--- src/rtl/msp430_io_pkg.sv ---
// Shared definitions for the MSP430 I/O display peripheral: register word
// addresses, CTRL bit positions, the blank digit code and the hex to
// seven-segment encoder (active-low, bit order {g,f,e,d,c,b,a}).
package msp430_io_pkg;

  localparam logic [3:0] ADDR_CTRL     = 4'd8;
  localparam logic [3:0] ADDR_IN_STATE = 4'd9;
  localparam logic [3:0] ADDR_IN_FLAGS = 4'd10;
  localparam logic [3:0] ADDR_ID       = 4'd11;

  localparam int CTRL_DISP_EN  = 0;
  localparam int CTRL_IRQ_EN   = 1;
  localparam int CTRL_BLINK_EN = 2;

  localparam logic [4:0] BLANK_CODE = 5'h10;
  localparam logic [6:0] SEG_OFF    = 7'h7F;

  // Active-low segment pattern for one hex digit; lower-case b and d keep
  // them distinct from 8 and 0.
  function automatic logic [6:0] hex_to_seg(input logic [3:0] hex);
    logic [6:0] seg;
    case (hex)
      4'h0: seg = 7'b1000000;
      4'h1: seg = 7'b1111001;
      4'h2: seg = 7'b0100100;
      4'h3: seg = 7'b0110000;
      4'h4: seg = 7'b0011001;
      4'h5: seg = 7'b0010010;
      4'h6: seg = 7'b0000010;
      4'h7: seg = 7'b1111000;
      4'h8: seg = 7'b0000000;
      4'h9: seg = 7'b0010000;
      4'hA: seg = 7'b0001000;
      4'hB: seg = 7'b0000011;
      4'hC: seg = 7'b1000110;
      4'hD: seg = 7'b0100001;
      4'hE: seg = 7'b0000110;
      default: seg = 7'b0001110;
    endcase
    return seg;
  endfunction

endpackage

--- src/rtl/io_debounce.sv ---
// One user input: two-flop synchroniser followed by a debouncer that only
// accepts a new level after it has been seen for DEB_CYCLES consecutive
// cycles. Also reports the cycle in which the accepted level rises.
module io_debounce #(
  parameter int DEB_CYCLES = 16
) (
  input  logic clk_i,
  input  logic rst_ni,
  input  logic raw_i,
  output logic level_o,
  output logic rise_o
);

  localparam int CW = $clog2(DEB_CYCLES);
  localparam logic [CW-1:0] CNT_LAST = CW'(DEB_CYCLES - 1);

  logic          sync1_q, sync2_q;
  logic          level_q, level_d;
  logic [CW-1:0] cnt_q, cnt_d;

  // Count cycles of disagreement; any agreement restarts the count.
  always_comb begin
    level_d = level_q;
    cnt_d   = '0;
    if (sync2_q != level_q) begin
      if (cnt_q == CNT_LAST) begin
        level_d = sync2_q;
      end else begin
        cnt_d = cnt_q + 1'b1;
      end
    end
  end

  // Synchroniser, accepted level and stability counter.
  always_ff @(posedge clk_i or negedge rst_ni) begin
    if (!rst_ni) begin
      sync1_q <= 1'b0;
      sync2_q <= 1'b0;
      level_q <= 1'b0;
      cnt_q   <= '0;
    end else begin
      sync1_q <= raw_i;
      sync2_q <= sync1_q;
      level_q <= level_d;
      cnt_q   <= cnt_d;
    end
  end

  assign level_o = level_q;
  assign rise_o  = level_d & ~level_q;

endmodule

--- src/rtl/msp430_io_display.sv ---
// Memory-mapped seven-segment display and debounced user inputs for the
// MSP430 data bus, with sticky rising-edge flags, a level interrupt and
// display blinking. Defining MSP430_IO_DISP_SCAN_EN switches the display
// to multiplexed scanning with a Digit_sel output.
module msp430_io_display
  import msp430_io_pkg::*;
#(
  parameter int N_DIGITS   = 6,
  parameter int N_INPUTS   = 4,
  parameter int DEB_CYCLES = 16,
  parameter int BLINK_DIV  = 2**22
) (
  input  logic                  Clk,
  input  logic                  Rst,
  input  logic [3:0]            Bus_addr,
  input  logic                  Bus_wr_en,
  input  logic [15:0]           Bus_wr_data,
  input  logic                  Bus_rd_en,
  output logic [15:0]           Bus_rd_data,
  output logic                  Bus_rd_valid,
  input  logic [N_INPUTS-1:0]   User_input,
  output logic                  Irq,
`ifdef MSP430_IO_DISP_SCAN_EN
  output logic [N_DIGITS-1:0]   Digit_sel,
`endif
  output logic [7*N_DIGITS-1:0] Seven_seg
);

  localparam int BW = (BLINK_DIV > 1) ? $clog2(BLINK_DIV) : 1;
  localparam logic [BW-1:0] BLINK_LAST = BW'(BLINK_DIV - 1);
  localparam logic [15:0] ID_VALUE = {4'(N_DIGITS), 5'(N_INPUTS), 7'h0};

  logic [4:0]          digit_q [N_DIGITS];
  logic [4:0]          digit_d [N_DIGITS];
  logic [2:0]          ctrl_q, ctrl_d;
  logic [N_INPUTS-1:0] flags_q, flags_d;
  logic [N_INPUTS-1:0] deb_level, deb_rise, w1c;
  logic                irq_q;
  logic [15:0]         rd_mux, rd_data_q;
  logic                rd_valid_q;
  logic [BW-1:0]       blink_cnt_q;
  logic                blink_phase_q;
  logic [6:0]          digit_seg [N_DIGITS];
  logic                unused_wr_bits;

  assign unused_wr_bits = ^Bus_wr_data;

  for (genvar i = 0; i < N_INPUTS; i++) begin : g_deb
    io_debounce #(.DEB_CYCLES(DEB_CYCLES)) u_deb (
      .clk_i   (Clk),
      .rst_ni  (Rst),
      .raw_i   (User_input[i]),
      .level_o (deb_level[i]),
      .rise_o  (deb_rise[i])
    );
  end

  // Bus writes and flag update; a new rise beats a coincident clear.
  always_comb begin
    for (int k = 0; k < N_DIGITS; k++) begin
      digit_d[k] = digit_q[k];
      if (Bus_wr_en && Bus_addr == 4'(k)) digit_d[k] = Bus_wr_data[4:0];
    end
    ctrl_d = ctrl_q;
    if (Bus_wr_en && Bus_addr == ADDR_CTRL) ctrl_d = Bus_wr_data[2:0];
    w1c = '0;
    if (Bus_wr_en && Bus_addr == ADDR_IN_FLAGS) w1c = Bus_wr_data[N_INPUTS-1:0];
    flags_d = (flags_q & ~w1c) | deb_rise;
  end

  // Read multiplexer on the current (pre-write) register contents.
  always_comb begin
    rd_mux = '0;
    for (int k = 0; k < N_DIGITS; k++) begin
      if (Bus_addr == 4'(k)) rd_mux = {11'b0, digit_q[k]};
    end
    case (Bus_addr)
      ADDR_CTRL:     rd_mux = {13'b0, ctrl_q};
      ADDR_IN_STATE: rd_mux[N_INPUTS-1:0] = deb_level;
      ADDR_IN_FLAGS: rd_mux[N_INPUTS-1:0] = flags_q;
      ADDR_ID:       rd_mux = ID_VALUE;
      default:       ;
    endcase
  end

  // Register file, flags, interrupt and registered read port.
  always_ff @(posedge Clk or negedge Rst) begin
    if (!Rst) begin
      for (int k = 0; k < N_DIGITS; k++) digit_q[k] <= BLANK_CODE;
      ctrl_q     <= '0;
      flags_q    <= '0;
      irq_q      <= 1'b0;
      rd_data_q  <= '0;
      rd_valid_q <= 1'b0;
    end else begin
      for (int k = 0; k < N_DIGITS; k++) digit_q[k] <= digit_d[k];
      ctrl_q     <= ctrl_d;
      flags_q    <= flags_d;
      irq_q      <= ctrl_q[CTRL_IRQ_EN] & (|flags_q);
      rd_data_q  <= Bus_rd_en ? rd_mux : 16'h0;
      rd_valid_q <= Bus_rd_en;
    end
  end

  // Free-running blink timebase, independent of blink_en.
  always_ff @(posedge Clk or negedge Rst) begin
    if (!Rst) begin
      blink_cnt_q   <= '0;
      blink_phase_q <= 1'b0;
    end else if (blink_cnt_q == BLINK_LAST) begin
      blink_cnt_q   <= '0;
      blink_phase_q <= ~blink_phase_q;
    end else begin
      blink_cnt_q   <= blink_cnt_q + 1'b1;
    end
  end

  // Per-digit pattern after display enable, blank bit and blink gating.
  always_comb begin
    for (int k = 0; k < N_DIGITS; k++) begin
      digit_seg[k] = SEG_OFF;
      if (ctrl_q[CTRL_DISP_EN] && !digit_q[k][4] &&
          !(ctrl_q[CTRL_BLINK_EN] && blink_phase_q)) begin
        digit_seg[k] = hex_to_seg(digit_q[k][3:0]);
      end
    end
  end

`ifdef MSP430_IO_DISP_SCAN_EN
  localparam int IW = (N_DIGITS > 1) ? $clog2(N_DIGITS) : 1;
  localparam logic [IW-1:0] SCAN_LAST = IW'(N_DIGITS - 1);

  logic [9:0]    slot_cnt_q;
  logic [IW-1:0] scan_idx_q;

  // Scan slot timer; advances to the next digit every 1024 cycles.
  always_ff @(posedge Clk or negedge Rst) begin
    if (!Rst) begin
      slot_cnt_q <= '0;
      scan_idx_q <= '0;
    end else begin
      slot_cnt_q <= slot_cnt_q + 1'b1;
      if (slot_cnt_q == 10'h3FF) begin
        scan_idx_q <= (scan_idx_q == SCAN_LAST) ? '0 : scan_idx_q + 1'b1;
      end
    end
  end

  // Only the active digit's pattern goes out, on the digit-0 segment pins.
  always_comb begin
    Seven_seg = '1;
    Digit_sel = '1;
    for (int k = 0; k < N_DIGITS; k++) begin
      if (scan_idx_q == IW'(k)) begin
        Seven_seg[6:0] = digit_seg[k];
        if (ctrl_q[CTRL_DISP_EN]) Digit_sel[k] = 1'b0;
      end
    end
  end
`else
  // Static drive: every digit has its own segment pins.
  always_comb begin
    Seven_seg = '1;
    for (int k = 0; k < N_DIGITS; k++) Seven_seg[7*k +: 7] = digit_seg[k];
  end
`endif

  assign Irq          = irq_q;
  assign Bus_rd_data  = rd_data_q;
  assign Bus_rd_valid = rd_valid_q;

endmodule

--- config.mk ---
export PLATFORM = sky130hd
export DESIGN_NAME = msp430_io_display
export DESIGN_NICKNAME = d
export VERILOG_FILES = /design/src/rtl/msp430_io_pkg.sv /design/src/rtl/io_debounce.sv /design/src/rtl/msp430_io_display.sv
export SDC_FILE = /design/constraint.sdc
export NUM_CORES = 1
export LEC_CHECK = 0
export ABC_AREA = 1
export CORE_MARGIN = 1.5
export CORE_UTILIZATION = 41
export DETAILED_ROUTE_END_ITERATION = 7
export PLACE_DENSITY = 0.68
export SLEW_MARGIN = 40
export SYNTH_ARGS = -nofsm -noshare
export SYNTH_HDL_FRONTEND = slang
export SYNTH_SLANG_ARGS = --single-unit
--- constraint.sdc ---
create_clock -name Clk -period 4.1 [get_ports Clk]
set_clock_uncertainty 0.2 [all_clocks]
set_input_delay 0.615 -clock Clk [delete_from_list [all_inputs] [get_ports Clk]]
set_output_delay 0.615 -clock Clk [all_outputs]
set_load 0.05 [all_outputs]
* Word-level counts from Yosys, hierarchy flattened
Memories as Yosys holds them, arrays and structs flattened.
Index checks and enable logic that the tools add are counted.
Widths: inputs -> output; s select.
** Storage, ports and cells
- Flip-flop bits (word level) :: 106
- Latch bits :: 0
- Memory bits (writable) :: 0
- ROM bits :: 672
- Input port bits :: 28
- Output and inout bits :: 60
- Word-level logic and storage cells :: 134
- Memories :: 6
** Memories
- (name not given) :: words 16, width 7, read ports 1, clocked after memory_dff 0, write ports 0, RTL line msp430_io_pkg.sv:22 : case (hex)
- (name not given) :: words 16, width 7, read ports 1, clocked after memory_dff 0, write ports 0, RTL line msp430_io_pkg.sv:22
- (name not given) :: words 16, width 7, read ports 1, clocked after memory_dff 0, write ports 0, RTL line msp430_io_pkg.sv:22
- (name not given) :: words 16, width 7, read ports 1, clocked after memory_dff 0, write ports 0, RTL line msp430_io_pkg.sv:22
- (name not given) :: words 16, width 7, read ports 1, clocked after memory_dff 0, write ports 0, RTL line msp430_io_pkg.sv:22
- (name not given) :: words 16, width 7, read ports 1, clocked after memory_dff 0, write ports 0, RTL line msp430_io_pkg.sv:22
** Cells by class
- Add/sub/neg operators :: 5
- Multiply operators :: 0
- Divide/modulo/power cells :: 0
- Order comparisons :: 0
- Eq/ne operators :: 18
- Shift-type cells :: 0
- Muxes and demuxes :: 33
- Bitwise gates (word level) :: 13
- Reduce and logical (&&, ||, !) cells :: 30
** Operators with widths (count)
- $mux 16 :: 6
- $mux 7 :: 6
- $mux 4 :: 9
- $eq 4x4->1 const B :: 8
- $pmux 12 s2 :: 1
- $add 22x1->22 const B :: 1
- $eq 22x22->1 const B :: 1
- $mux 22 :: 1
- $logic_and 1x1->1 :: 21
- $add 4x1->4 const B :: 4
- $pmux 4 s4 :: 1
- $eq 4x2->1 const B :: 2
- $eq 4x3->1 const B :: 2
- $mux 1 :: 8
- $logic_not 1->1 :: 7
- $and 1x1->1 :: 5
- $mux 5 :: 1
- $not 1->1 :: 5
- $and 4x4->4 :: 1
- $eq 4x1->1 const B :: 1
- $logic_not 4->1 :: 1
- $ne 1x1->1 :: 4
- $not 4->4 :: 1
- $or 4x4->4 :: 1
- $reduce_or 4->1 :: 1

* Depth between registers and ports, before layout
- Word-level depth :: 9
- Depth in mapped cells :: 10
- Gate-level depth less buffers :: 9

* By module
A second synthesis with hierarchy kept.
** Unflattened totals
- Cell total of the unflattened synthesis :: 799
- Area, all modules :: 6023.3 um^2
** By module, submodules not included
- msp430_io_display :: times used 1, cells each 671, area an instance 4867.2 um^2, seq. area each 1709.1 um^2
- io_debounce :: times used 4, cells each 32, area an instance 289.0 um^2, seq. area each 175.2 um^2

* Worst setup path after synthesis
Ideal clock, no wire load.
- Kind :: reg-to-output
- From :: reg digit_q[1] (netlist bit)
- To :: out Seven_seg[35]
- Arrival time :: 1.698 ns
- Required time :: 3.285 ns
- Path slack :: 1.587 ns
- Cell stages (with the launch flop) :: 7
- Buffers on the path :: 0
- Cells stage by stage :: dfrtp_1 > inv_1 > ha_1 > inv_1 > nor2_1 > a21oi_1 > o211ai_1
** Between the ends
- Longest elaborated chain between the ends :: 2
** Ends and longest elaborated chain
- start: declaration :: RTL line msp430_io_display.sv:33 : logic [4:0] digit_q [N_DIGITS];
- $mem_v2 16x7
- $mux 7 :: RTL line msp430_io_display.sv:122 : if (ctrl_q[CTRL_DISP_EN] && !digit_q[k][4] &&
- end: declaration :: RTL line msp430_io_display.sv:26 : output logic [7*N_DIGITS-1:0] Seven_seg
Every way passes these cells.

* Worst setup path after layout
- From :: reg ctrl_q[2]
- To :: out Seven_seg[30]
** Between the ends
- Longest elaborated chain between the ends :: 4
** Ends and longest elaborated chain
- start: declaration :: RTL line msp430_io_display.sv:35 : logic [2:0] ctrl_q, ctrl_d;
- start signal: assignment :: RTL line msp430_io_display.sv:97 : ctrl_q <= ctrl_d;
- $logic_and 1x1->1 :: RTL line msp430_io_display.sv:123 : !(ctrl_q[CTRL_BLINK_EN] && blink_phase_q)) begin
- $logic_not 1->1 :: RTL line msp430_io_display.sv:123
- $logic_and 1x1->1 :: RTL line msp430_io_display.sv:122
- $mux 7 :: RTL line msp430_io_display.sv:122
Every way passes these cells.

==> results.ini <==
[setup_path]
timing.rr.start = blink_cnt_q[0]$_DFF_PN0_
cp-start-kind = flop
r2r_setup_slack_ns = 2.15
required_ns = 3.28
worstSetupEndpointType = output port
path_max_fanout = 7
ff2ff_path_depth = 8
rr_endpoint = blink_cnt_q[21]$_DFF_PN0_
criticalPathCategory = reg2out
critPathArrivalTime_ns = 2.48

[yosys]
synth_top_area_share = 0.3748
ys_top_cells_by_area = dfrtp_1 37%, nand2_1 12%, ha_1 8.5%
synth-edff-count = 0
yosysMostFrequentCell = nand2_1
synth_ff_type = dfrtp_1
yosys.area.top_type = dfrtp_1
synth_xor_area_frac = 0.03498
ys_seq_area_frac = 0.4010
synth_compound_area_frac = 0.1099
ys_ff_latch = 96
synth-simple-area-share = 0.2840
avgSynthCellArea_um2 = 7.805
synth_async_sr_flop_share = 1.000
synth_warnings = 0
synthMuxAreaShare = 0
syn_inst = 770
synth.cell_area_um2 = 6010
synth_top_family_by_area = simple AND/OR/NAND/NOR gates
synthAdderAreaFrac = 0.08536
ys_types = 36
yosys-top-cells-count = 191 x nand2_1, 90 x dfrtp_1, 79 x inv_1, 73 x nand3_1

[placed_design]
dpl.hpwl_um = 9691
dpl-instance-area_um2 = 6779
portBuffers = 68
gp_congestion = 0.8685

[clock_tree]
post_cts_resized = 0
cts_sinks = 96
cts_hold_buf = 0
cts_buffer_depth = 2
cts.clk_slew.worst_paths_ns = 0.07
clock_latency_ns = 0.35
post_cts_buffers = 0
cts_buffers = 9
htree_levels = 3
cts_tree = done
cts_root_buf = clkbuf_16

[final_layout]
drive_gt1_frac = 0.07407
areaGrowthSynthToFinish_pct = 17.61
final_nets = 901
final_design_area_no_fill_um2 = 7068
num_antenna_cells = 0

[floorplanning]
start_util = 0.4166
core_area_um2 = 14420
die-height_um = 124.1
row_count = 44
die_area_um2 = 15390
die-width_um = 124.1
ioPinCount = 88

[timing]
timing_worst_slew_pin_value_ns = 0.5920
finalSetupViolCount = 0
setup-tns-final_ns = 0
slew_headroom = 0.6049
fin_hold_ws_ns = 0.04218
drv_slew = 0
fin_crit_sh = 0.8042
rsz0062_at_grt = no
fmax_ghz = 0.3033
finalHoldViolCount = 0
min_period_ns = 3.297

[global_routing]
gr-usage-all-layers = 0.1804
grt_max_degree = 43
antenna_found_initial = 0
grt_pass1_wl_um = 21860
grt_pass1_vias = 4610
grt_overflow_total = 0

[route]
dr.pass1.iters = 5
via_count = 5098
drt-initial-drc-count = 209
drt-vias-per-instance = 4.993
ant_nets = 0
drcViolationCount = 0
wire_per_inst_um = 12.87
routed_wl_um = 13140

[run]
maxCapViolations = 0

[power]
cellLeakagePower_nw = 3.233
power_density_nw_per_um2 = 443.3
max-vdd-ir-drop_mv = 0.2013

[status]
outcome = finished clean

[worst_hold_path]
hold_path.class = in2async

==> layout make-up <==
class	instances	area, µm²
Clock buffer	10	229.0
Clock inverter	6	60.06
Fill cell	1416	7356
Inverter	85	325.3
Multi-Input combinational cell	570	3120
Sequential cell	96	2410
Tap cell	184	230.2
Timing Repair Buffer	70	693.2
==> cells by family after synthesis <==
kind of cell | count (synthesis)
compound gates | 117
other cells | 1
buf+inv | 111
fa+ha+maj | 41
xor+xnor | 24
flops | 96
simple gates | 380
==> where the power goes <==
part / switching, mW / total [mW] / internal (mW)
registers: 0.147 / 1.20 / 1.05
clock network: 0.356 / 0.825 / 0.469
logic: 0.753 / 1.11 / 0.358
==> per-layer routing <==
| metal | share of wire | GRT usage | up-vias | wire [µm] |
|---|---|---|---|---|
| met4 | 0.022 | 0.06889 | 0 | 283 |
| met2 | 0.46 | 0.2902 | 106 | 6026 |
| met1 | 0.48 | 0.2471 | 2360 | 6336 |
| li1 | - | - | 2610 | - |
| met5 | 0 | 0 | - | 0 |
| met3 | 0.038 | 0.02473 | 22 | 497 |
==> metrics by stage <==
stage / worst slack, ns / utilization / std cells / total power, mW
2_1_floorplan: 1.587 / - / 777 / 1.988
3_3_place_gp: 1.198 / 0.4700 / 1005 / 2.312
3_5_place_dp: 1.178 / 0.4700 / 1005 / 2.323
4_1_cts: 0.7956 / 0.4900 / 1021 / 3.147
5_1_grt: 0.6774 / 0.4900 / 1021 / 3.329
6_report: 0.8029 / 0.4900 / 1021 / 3.133
==> how the worst max path moves through the flow <==
stage / from / endpoint / depth (start not counted)
floorplan: digit_q[1]$_DFFE_PN0P_ / Seven_seg[35] / 6
global placement: ctrl_q[2]$_DFFE_PN0P_ / Seven_seg[30] / 5
detailed placement: ctrl_q[2]$_DFFE_PN0P_ / Seven_seg[30] / 5
CTS: ctrl_q[2]$_DFFE_PN0P_ / Seven_seg[30] / 5
global route: digit_q[16]$_DFFE_PN0P_ / Seven_seg[17] / 9
finish: ctrl_q[2]$_DFFE_PN0P_ / Seven_seg[30] / 5
==> placed cells by master, fill, tap and decap left out, drive strengths merged, types with 6 or more instances in the layout <==
cell	instances
nor2	82
inv	81
nor3	11
dfstp	6
conb	8
o211ai	22
xnor2	9
nand2	200
a21oi	20
nand3	74
a31oi	8
clkbuf	10
dfrtp	90
nand4	8
ha	41
clkinv	7
o21ai	65
clkdlybuf4s50	67
xor2	15
==> worst max-delay path: stages, from the launching register on <==
cell and delay [ns]:
dfrtp_1 0.40, nand2_1 0.08, nand2_1 0.20, nor2_1 0.47, o211ai_1 0.23, clkdlybuf4s50_1 0.75
==> state kept, by name (all words and copies together), names as in the netlist <==
signal	cells
digit_q	30
blink_cnt_q	22
g_deb.u_deb.cnt_q	16
Bus_rd_data	6
flags_q	4
g_deb.u_deb.level_o	4
g_deb.u_deb.sync1_q	4
g_deb.u_deb.sync2_q	4
ctrl_q	3
Bus_rd_valid	1
Irq	1
blink_phase_q	1
Power figures use the tool's default switching activity.
